### src/rtl/disp_arbiter_pkg.sv
// Shared definitions for the display arbiter: FSM encoding, blank pattern,
// requester count and the round-robin helper functions.
package disp_arbiter_pkg;

    typedef enum logic [1:0] {
        IDLE   = 2'd0,
        OWN    = 2'd1,
        SWITCH = 2'd2
    } arb_state_e;

    localparam logic [7:0] BLANK = 8'hFF;
    localparam int         NREQ  = 3;

    // One-hot winner of a search that starts at ptr and wraps modulo NREQ.
    function automatic logic [NREQ-1:0] rr_pick(input logic [NREQ-1:0] req,
                                                input logic [1:0]      ptr);
        logic [NREQ-1:0] win;
        logic [1:0]      c;
        win = '0;
        for (int i = 0; i < NREQ; i++) begin
            c = 2'((int'(ptr) + i) % NREQ);
            if ((win == '0) && req[c]) begin
                win[c] = 1'b1;
            end else begin
                win = win;
            end
        end
        return win;
    endfunction

    // Pointer that gives the winner lowest priority next time.
    function automatic logic [1:0] rr_after(input logic [NREQ-1:0] win);
        logic [1:0] nxt;
        case (win)
            3'b001:  nxt = 2'd1;
            3'b010:  nxt = 2'd2;
            default: nxt = 2'd0;
        endcase
        return nxt;
    endfunction

endpackage

### src/rtl/disp_arbiter_if.sv
// Request/pattern bus between the display requesters and the arbiter,
// plus the arbitrated digit patterns heading to disp_mux.
interface disp_arbiter_if;
    import disp_arbiter_pkg::*;

    logic [NREQ-1:0] req;
    logic [31:0]     pat0;
    logic [31:0]     pat1;
    logic [31:0]     pat2;
    logic [NREQ-1:0] grant;
    logic            busy;
    logic [7:0]      led0;
    logic [7:0]      led1;
    logic [7:0]      led2;
    logic [7:0]      led3;

    modport master (output req, pat0, pat1, pat2,
                    input  grant, busy, led0, led1, led2, led3);
    modport slave  (input  req, pat0, pat1, pat2,
                    output grant, busy, led0, led1, led2, led3);
endinterface

### src/rtl/disp_arbiter_tick_gen.sv
// Free-running prescaler: tick is high for one clk cycle every TICK_DIV cycles.
// Reusable by the other display animations.
module tick_gen #(
    parameter int TICK_DIV = 1388889,
    parameter int TW       = 21
) (
    input  logic clk,
    input  logic reset,
    output logic tick
);
    logic [TW-1:0] cnt_r;
    logic          wrap_s;

    assign wrap_s = (cnt_r == TW'(TICK_DIV - 1));
    assign tick   = wrap_s;

    // Prescaler counter, wraps to zero on the tick cycle.
    always_ff @(posedge clk or posedge reset) begin
        if (reset) begin
            cnt_r <= '0;
        end else if (wrap_s) begin
            cnt_r <= '0;
        end else begin
            cnt_r <= cnt_r + TW'(1);
        end
    end
endmodule

### src/rtl/disp_arbiter.sv
// Round-robin owner of the 4-digit display with a minimum hold in ticks and a
// blank cycle between owners. Optional macro DISP_ARB_PRIO0_EN makes requester 0 urgent.
module disp_arbiter
    import disp_arbiter_pkg::*;
#(
    parameter int TICK_DIV = 1388889,
    parameter int HOLD     = 36,
    parameter int TW       = 21
) (
    input  logic           clk,
    input  logic           reset,
    disp_arbiter_if.slave  bus
);
    localparam int HW = (HOLD < 1) ? 1 : $clog2(HOLD + 1);

    arb_state_e      state_r, state_nxt_s;
    logic [NREQ-1:0] grant_r, grant_nxt_s;
    logic            busy_r;
    logic [1:0]      rr_ptr_r, rr_ptr_nxt_s;
    logic [HW-1:0]   hold_r;
    logic [31:0]     led_r;
    logic            tick_s;
    logic            new_grant_s;
    logic [NREQ-1:0] rr_win_s;
    logic [NREQ-1:0] pick_s;
    logic [1:0]      pick_ptr_s;
    logic            urgent_s;
    logic            owner_req_s;
    logic            other_req_s;
    logic            expired_s;

    tick_gen #(.TICK_DIV(TICK_DIV), .TW(TW)) u_tick (
        .clk   (clk),
        .reset (reset),
        .tick  (tick_s)
    );

    assign rr_win_s    = rr_pick(bus.req, rr_ptr_r);
    assign owner_req_s = |(bus.req & grant_r);
    assign other_req_s = |(bus.req & ~grant_r);
    assign expired_s   = (hold_r == HW'(HOLD));

    // Winner selection; the urgent requester 0 bypasses and preserves the pointer.
    always_comb begin
        pick_s     = rr_win_s;
        pick_ptr_s = rr_after(rr_win_s);
        urgent_s   = 1'b0;
`ifdef DISP_ARB_PRIO0_EN
        urgent_s = bus.req[0] & ~grant_r[0];
        if (bus.req[0]) begin
            pick_s     = 3'b001;
            pick_ptr_s = rr_ptr_r;
        end else begin
            pick_s     = rr_win_s;
            pick_ptr_s = rr_after(rr_win_s);
        end
`endif
    end

    // Next-state and next-grant logic.
    always_comb begin
        state_nxt_s  = state_r;
        grant_nxt_s  = grant_r;
        rr_ptr_nxt_s = rr_ptr_r;
        new_grant_s  = 1'b0;
        case (state_r)
            IDLE, SWITCH: begin
                if (|bus.req) begin
                    state_nxt_s  = OWN;
                    grant_nxt_s  = pick_s;
                    rr_ptr_nxt_s = pick_ptr_s;
                    new_grant_s  = 1'b1;
                end else begin
                    state_nxt_s = IDLE;
                    grant_nxt_s = '0;
                end
            end
            OWN: begin
                if (!owner_req_s || (expired_s && other_req_s) || urgent_s) begin
                    state_nxt_s = SWITCH;
                    grant_nxt_s = '0;
                end else begin
                    state_nxt_s = OWN;
                end
            end
            default: begin
                state_nxt_s = IDLE;
                grant_nxt_s = '0;
            end
        endcase
    end

    // State, grant, pointer and hold counter registers.
    always_ff @(posedge clk or posedge reset) begin
        if (reset) begin
            state_r  <= IDLE;
            grant_r  <= '0;
            busy_r   <= 1'b0;
            rr_ptr_r <= 2'd0;
            hold_r   <= '0;
        end else begin
            state_r  <= state_nxt_s;
            grant_r  <= grant_nxt_s;
            busy_r   <= |grant_nxt_s;
            rr_ptr_r <= rr_ptr_nxt_s;
            if (new_grant_s) begin
                hold_r <= '0;
            end else if (tick_s && !expired_s) begin
                hold_r <= hold_r + HW'(1);
            end else begin
                hold_r <= hold_r;
            end
        end
    end

    // Digit patterns follow the grant one cycle later, blank when unowned.
    always_ff @(posedge clk or posedge reset) begin
        if (reset) begin
            led_r <= {4{BLANK}};
        end else begin
            case (grant_r)
                3'b001:  led_r <= bus.pat0;
                3'b010:  led_r <= bus.pat1;
                3'b100:  led_r <= bus.pat2;
                default: led_r <= {4{BLANK}};
            endcase
        end
    end

    assign bus.grant = grant_r;
    assign bus.busy  = busy_r;
    assign bus.led0  = led_r[7:0];
    assign bus.led1  = led_r[15:8];
    assign bus.led2  = led_r[23:16];
    assign bus.led3  = led_r[31:24];
endmodule

### src/flat_wrapper.sv
// flat-port wrapper written by rule: the top's interface ports become plain ports
module disp_arbiter_flat import disp_arbiter_pkg::*;
#(
    parameter int TICK_DIV = 1388889,
    parameter int HOLD     = 36,
    parameter int TW       = 21
)
  (clk, reset, bus_req, bus_pat0, bus_pat1, bus_pat2, bus_grant, bus_busy, bus_led0, bus_led1, bus_led2, bus_led3);
  disp_arbiter_if bus_i ();
  input  logic clk;
  input  logic reset;
  input wire logic [$bits(bus_i.req)-1:0] bus_req;
  input wire logic [$bits(bus_i.pat0)-1:0] bus_pat0;
  input wire logic [$bits(bus_i.pat1)-1:0] bus_pat1;
  input wire logic [$bits(bus_i.pat2)-1:0] bus_pat2;
  output wire logic [$bits(bus_i.grant)-1:0] bus_grant;
  output wire logic [$bits(bus_i.busy)-1:0] bus_busy;
  output wire logic [$bits(bus_i.led0)-1:0] bus_led0;
  output wire logic [$bits(bus_i.led1)-1:0] bus_led1;
  output wire logic [$bits(bus_i.led2)-1:0] bus_led2;
  output wire logic [$bits(bus_i.led3)-1:0] bus_led3;
  assign bus_i.req = bus_req;
  assign bus_i.pat0 = bus_pat0;
  assign bus_i.pat1 = bus_pat1;
  assign bus_i.pat2 = bus_pat2;
  assign bus_grant = bus_i.grant;
  assign bus_busy = bus_i.busy;
  assign bus_led0 = bus_i.led0;
  assign bus_led1 = bus_i.led1;
  assign bus_led2 = bus_i.led2;
  assign bus_led3 = bus_i.led3;
  disp_arbiter #(.TICK_DIV(TICK_DIV), .HOLD(HOLD), .TW(TW)) u_core (.clk(clk), .reset(reset), .bus(bus_i));
endmodule
### config.mk
export PLATFORM = sky130hd
export DESIGN_NAME = disp_arbiter_flat
export DESIGN_NICKNAME = d
export VERILOG_FILES = /design/src/rtl/disp_arbiter_pkg.sv /design/src/rtl/disp_arbiter_if.sv /design/src/rtl/disp_arbiter_tick_gen.sv /design/src/rtl/disp_arbiter.sv /design/src/flat_wrapper.sv
export SDC_FILE = /design/constraint.sdc
export NUM_CORES = 1
export LEC_CHECK = 0
export CORE_MARGIN = 4
export CORE_UTILIZATION = 40
export CTS_BUF_LIST = sky130_fd_sc_hd__clkbuf_4
export CTS_CLUSTER_SIZE = 14
export DETAILED_ROUTE_END_ITERATION = 16
export DONT_BUFFER_PORTS = 1
export PLACE_DENSITY = 0.52
export SETUP_SLACK_MARGIN = 0.02
export SLEW_MARGIN = 20
export SYNTH_ARGS = -nofsm -noshare
export SYNTH_HDL_FRONTEND = slang
export SYNTH_SLANG_ARGS = --single-unit
export TNS_END_PERCENT = 50
### constraint.sdc
create_clock -name clk -period 2.58 [get_ports clk]
set_input_delay 0.516 -clock clk [delete_from_list [all_inputs] [get_ports clk]]
set_output_delay 0.516 -clock clk [all_outputs]
set_load 0.01 [all_outputs]
* Word-level counts from Yosys, hierarchy flattened
Cells that the tools add are included.
** Storage, ports and cells
- Bits in registers :: 67
- Input port bits :: 101
- Output and inout bits :: 36
- Logic and storage cells :: 82
** Cells by class
- $add $sub $neg :: 4
- Divide/modulo/power cells :: 3
- Magnitude comparators :: 6
- Eq/ne operators :: 9
- Multiplexer cells :: 28
- Bitwise logic cells :: 5
- Reduce and logical (&&, ||, !) cells :: 20
** Operators by type and width (count)
- case mux 32 bit (3 select lines) :: 1
- remainder unit 32 x 3 -> 32 bit, second input constant :: 2
- remainder unit 3 x 3 -> 32 bit, second input constant :: 1
- adder 21 x 1 -> 21 bit, second input constant :: 1
- == test 21 bit, second input constant :: 1
- 2-to-1 mux 21 bit :: 1
- 2-to-1 mux 3 bit :: 5
- 2-to-1 mux 6 bit :: 2
- OR reduction 3 bit :: 4
- < comparator 2 x 3 -> 1 bit, second input constant :: 3
- 2-to-1 mux 1 bit :: 9
- case mux 2 bit (2 select lines) :: 2
- logical AND 1 bit :: 7
- adder 6 x 1 -> 6 bit, second input constant :: 1
- AND 3 bit :: 2
- binary-select mux 1 bit (select 2 bit) :: 3
- demux 1 bit (select 2 bit) :: 3
- == test 3 x 1 -> 1 bit, second input constant :: 2
- == test 3 x 2 -> 1 bit, second input constant :: 2
- == test 6 bit, second input constant :: 1
- greater-or-equal comparator 2 x 1 -> 1 bit, second input constant :: 3
- logical NOT 3 bit :: 2
- OR 3 bit :: 2
- case mux 3 bit (2 select lines) :: 1
- 13 further kinds :: 14

* Depth between registers and ports, before layout
- Word-level depth :: 15
- Mapped depth :: 8
- Depth with buffers taken out :: 7

* By module
Synthesis repeated with hierarchy kept, for this count alone.
** Unflattened totals
- Cells, all modules :: 369
- Area total of the unflattened synthesis :: 3522.1 µm²
** Modules (own cells, without submodules)
- disp_arbiter :: instances 1, cells an instance 263, area an instance 2414.8 µm², sequential area each 1191.1 µm²
- tick_gen :: instances 1, cells an instance 106, area an instance 1107.3 µm², sequential area each 525.5 µm²

* Worst setup path before layout
Ideal clock, no wire load.
- Kind :: reg2reg
- Start point :: register u_core.rr_ptr_r[0]
- End point :: register u_core.rr_ptr_r[0]
- Library setup time :: 68 ps
- Arrival :: 2027 ps
- Required time :: 2512 ps
- Setup slack :: 486 ps
- Cell stages (with the launch flop) :: 9
- Path buffers :: 1
- Period minus slack after synthesis :: 2094 ps
- Path through :: dfrtp_1 > inv_1 > ha_1 > clkbuf_1 > mux2_2 > a32oi_1 > o21ai_0 > a221oi_1 > a32o_1
** On the way
- Longest elaborated chain between the ends :: 14
- Elaborated cells between the ends (all ways) :: 38
- Those cells by class :: add/sub: 2; div: 3; order compare: 6; eq/ne: 2; mux: 16; bitwise: 2; reduce/logical: 7
** Ends and longest elaborated chain
- start, declared :: RTL line disp_arbiter.sv:19 : logic [1:0] rr_ptr_r, rr_ptr_nxt_s;
- start signal, assigned :: RTL line disp_arbiter.sv:105 : rr_ptr_r <= rr_ptr_nxt_s;
- parallel branches: the longest is 11 deep, another holds remainder unit 32 x 3 -> 32 bit
- 2-to-1 mux 3 bit (*) :: RTL line disp_arbiter_pkg.sv:22 : if ((win == '0) && req[c]) begin
- == test 3 x 2 -> 1 bit / == test 3 x 1 -> 1 bit (equally long branches) :: RTL line disp_arbiter_pkg.sv:34 : case (win)
- case mux 2 bit (2 select lines) (*) :: RTL line disp_arbiter_pkg.sv:34
Mark *: on every way between the ends. The select of a mux whose other input is x is not followed.
A chain may end at the register's enable or synchronous reset.

* Worst setup path in the final report
Same ends and word-level chain as after synthesis.

==> results_dict.tcl <==
set metrics [dict create \
    via_per_inst 5.74 \
    p_leak_nw 1.42 \
    crit_type "reg -> reg" \
    worst_setup_path_start_kind "flip-flop" \
    coreArea_mm2 0.00838 \
    maxSlewViolCount 0 \
    internal_power_w 0.00235 \
    yosysSeqAreaShare_pct 48.7 \
    grt_max_degree 36 \
    dr.pass1.iters 4 \
    synthCells 325 \
    track_usage_pct 15.1 \
    clockBufferDepth 2 \
    synthFlopType "dfrtp_1" \
    dpl_cell_area_mm2 0.00362 \
    synth.area.top_cells "dfrtp_1 (25%), dfstp_2 (24%), o22a_1 (16%), xnor2_1 (3.5%), nor2_1 (3.1%)" \
    synth_top_area_share_pct 24.9 \
    cts_resized 0 \
    switching_share_pct 35.3 \
    critical_path_arrival_ns 2.61 \
    ios 137 \
    critPathSlowestCell "a221oi_1" \
    drive_above_1_share_pct 19.8 \
    synth_top_family_by_area "compound AO/OA/AOI/OAI gates" \
    finClkSkew_ns 0.0160 \
    drv_cap 0 \
    clk_root_buffer_cell "clkbuf_4" \
    switching_power_w 0.00129 \
    seqPwrFrac_pct 49.5 \
    clk_pin_slew_ns 0.11 \
    holdCritPathClass "in -> reg" \
    min_period_ns 2.27 \
    worst_slew_pin_slew_ns 0.748 \
    place_congestion 0.914 \
    cts_tree "done" \
    grt-ovfl-total 0 \
    die_w_um 102 \
    htreeDepth 3 \
    drc 0 \
    worstPathCellList "inv_1, ha_1, mux2_2, a32oi_1, o21ai_0, a221oi_1, a32o_1" \
    diodes 0 \
    clockPowerShare_pct 18.4 \
    die_height_um 102 \
    nNetsFinal 432 \
    synth-simple-area-share_pct 15.0 \
    dieArea_mm2 0.0104 \
    reg2reg_slack_ns 0.31 \
    required_ns 2.91 \
    postSynthAreaPerCell_um2 10.8 \
    initial_core_util_pct 42.0 \
    antenna_found_initial 0 \
    end_kind "flip-flop" \
    synth_compound_area_share_pct 22.0 \
    max_stage_delay_ns 0.48 \
    timing.fmax_mhz 440 \
    hold_violations 0 \
    synth_area_leader_cell "dfrtp_1" \
    slew_headroom_pct 49.7 \
    r2r_start "u_core.rr_ptr_r[0]" \
    ir_drop_mv 0.433 \
    status "finished, final reports clean" \
    comb_power_share_pct 32.1 \
    powerDensity_mw_per_mm2 966 \
    grt_pass1_vias 2488 \
    holdCritStartpoint "bus_pat0[31]" \
    synthesis.area_mm2 0.00352 \
    synthXorXnorAreaFrac_pct 5.47 \
    grt_pass1_wl_um 12300 \
    fin_setup_tns_ns 0 \
    critPathMaxFanout 11 \
    dp_hpwl_um 5740 \
    post-route-period-util_pct 88.1 \
    ys_types 48 \
    fp-row-count 33 \
    numPortBuffers 0 \
    rsz0062_at_grt "no" \
    ys_ff_latch 67 \
    stdcell_area_mm2 0.00377 \
    wl_um 7670 \
    cts_buffers 9 \
    insertion_delay_ns 0.40 \
    critPathLaunch "u_core.rr_ptr_r[0]" \
    initialDrtViolationCount 58 \
    routedWlPerCell_um 17.7 \
    synthAdderAreaFrac_pct 2.84 \
    cts.sinks 67 \
    synthMuxAreaShare_pct 2.06 \
    synth_edf_count 0 \
    yosys_warnings 0 \
    num_vias 2486 \
    syn_to_final_growth_pct 6.96 \
    async_flop_share_pct 100 \
    post-cts-setup-buffers 0 \
    setup_viol 0 \
    ant_nets 0 \
    synthesis.nets 434 \
]
[routing by layer]
layer | GRT usage (%) | vias up | part of all wire, %
met1 | 17.3 | 1195 | 39
met5 | 0 | - | 0
met3 | 4.64 | 6 | 7.7
li1 | - | 1196 | -
met2 | 26.9 | 89 | 53
met4 | 5.15 | 0 | 1.0
[registers in the layout, summed over array words and instances, names as in the netlist]
register             flops
u_core.led_r            32
u_core.u_tick.cnt_r     21
u_core.hold_r            6
u_core.bus.grant         3
u_core.rr_ptr_r          2
u_core.state_r           2
u_core.bus.busy          1
[path summary, 6_finish.rpt]
kind | endpoint | cells after the start
max | u_core.rr_ptr_r[0] | 7
min | u_core.led_r[31] | 1
max reg2reg | u_core.rr_ptr_r[0] | 7
min reg2reg | u_core.u_tick.cnt_r[0] | 1
max in group asynchronous | u_core.led_r[20] | 3
min in group asynchronous | u_core.hold_r[2] | 2
[what timing repair did]
action	4_1_cts	5_1_grt
hold buffers	1	0
setup endpoints to repair	0	0
hold endpoints to repair	1	0
[kinds of logic after synthesis]
logic type                 count (synthesis)
buffers and inverters                     35
DFF                                       67
adders and majority gates                  8
AOI/OAI and AO/OA                         92
xor gates and xnor gates                  22
muxes                                      7
and+or+nand+nor                           94
[power by group through the flow]
stage	Combinational (W)	Sequential (W)	Clock, W
2_1_floorplan	0.000983	0.00176	0
3_3_place_gp	0.00117	0.00184	0
3_5_place_dp	0.00118	0.00184	0
4_1_cts	0.00119	0.00182	0.000710
5_1_grt	0.00132	0.00184	0.000752
6_report	0.00117	0.00180	0.000669
[through the flow]
stage | worst slack, ns | utilization (%) | cells | hold WS, ns | total power (W)
global route | 0.0759 | 44.9 | 433 | 0.210 | 0.00392
detailed placement | 0.308 | 43.2 | 416 | 0.480 | 0.00302
floorplan | 0.434 | - | 325 | 0.455 | 0.00274
CTS | 0.278 | 44.9 | 433 | 0.210 | 0.00372
finish | 0.307 | 44.9 | 433 | 0.253 | 0.00364
global placement | 0.343 | 43.2 | 416 | 0.474 | 0.00301
[cell type report]
type / instances / area, um2
clock buffers: 9 / 67.6
clock inverters: 7 / 68.8
fillers: 779 / 4610
inverters: 14 / 52.6
multi-input cells: 223 / 1670
flip-flops and latches: 67 / 1720
well taps: 105 / 131
repair buffers: 8 / 62.6
[cell usage after synthesis, types with 4 or more instances]
master	number
o22a_1	64
dfrtp_1	35
dfstp_2	32
nor2_1	29
inv_1	14
xnor2_1	14
nand2_1	13
clkbuf_1	12
nand3_1	10
ha_1	8
nand2b_1	8
xor2_1	8
nand4_1	7
o21ai_0	7
buf_2	5
mux2i_1	5
buf_1	4
[cells in the final DEF, fill, tap and decap left out, types with 7 or more instances in the layout]
cell	count
nor2_1	29
nand2_1	13
buf_4	7
inv_1	13
xnor2_1	14
nand2b_1	8
dfrtp_1	35
ha_1	8
dfstp_2	32
clkbuf_4	9
xor2_1	8
nand4_1	7
o21ai_0	7
nand3_1	10
o22a_1	64
[worst max-delay path, delay by kind of cell, from the launching register on]
family / cells / cell delay [ns]
AOI/OAI and AO/OA: 4 / 0.99
adders and majority gates: 1 / 0.43
DFF: 1 / 0.41
muxes: 1 / 0.31
buffers and inverters: 1 / 0.08
Note: power is estimated with default switching activity, not from simulation.
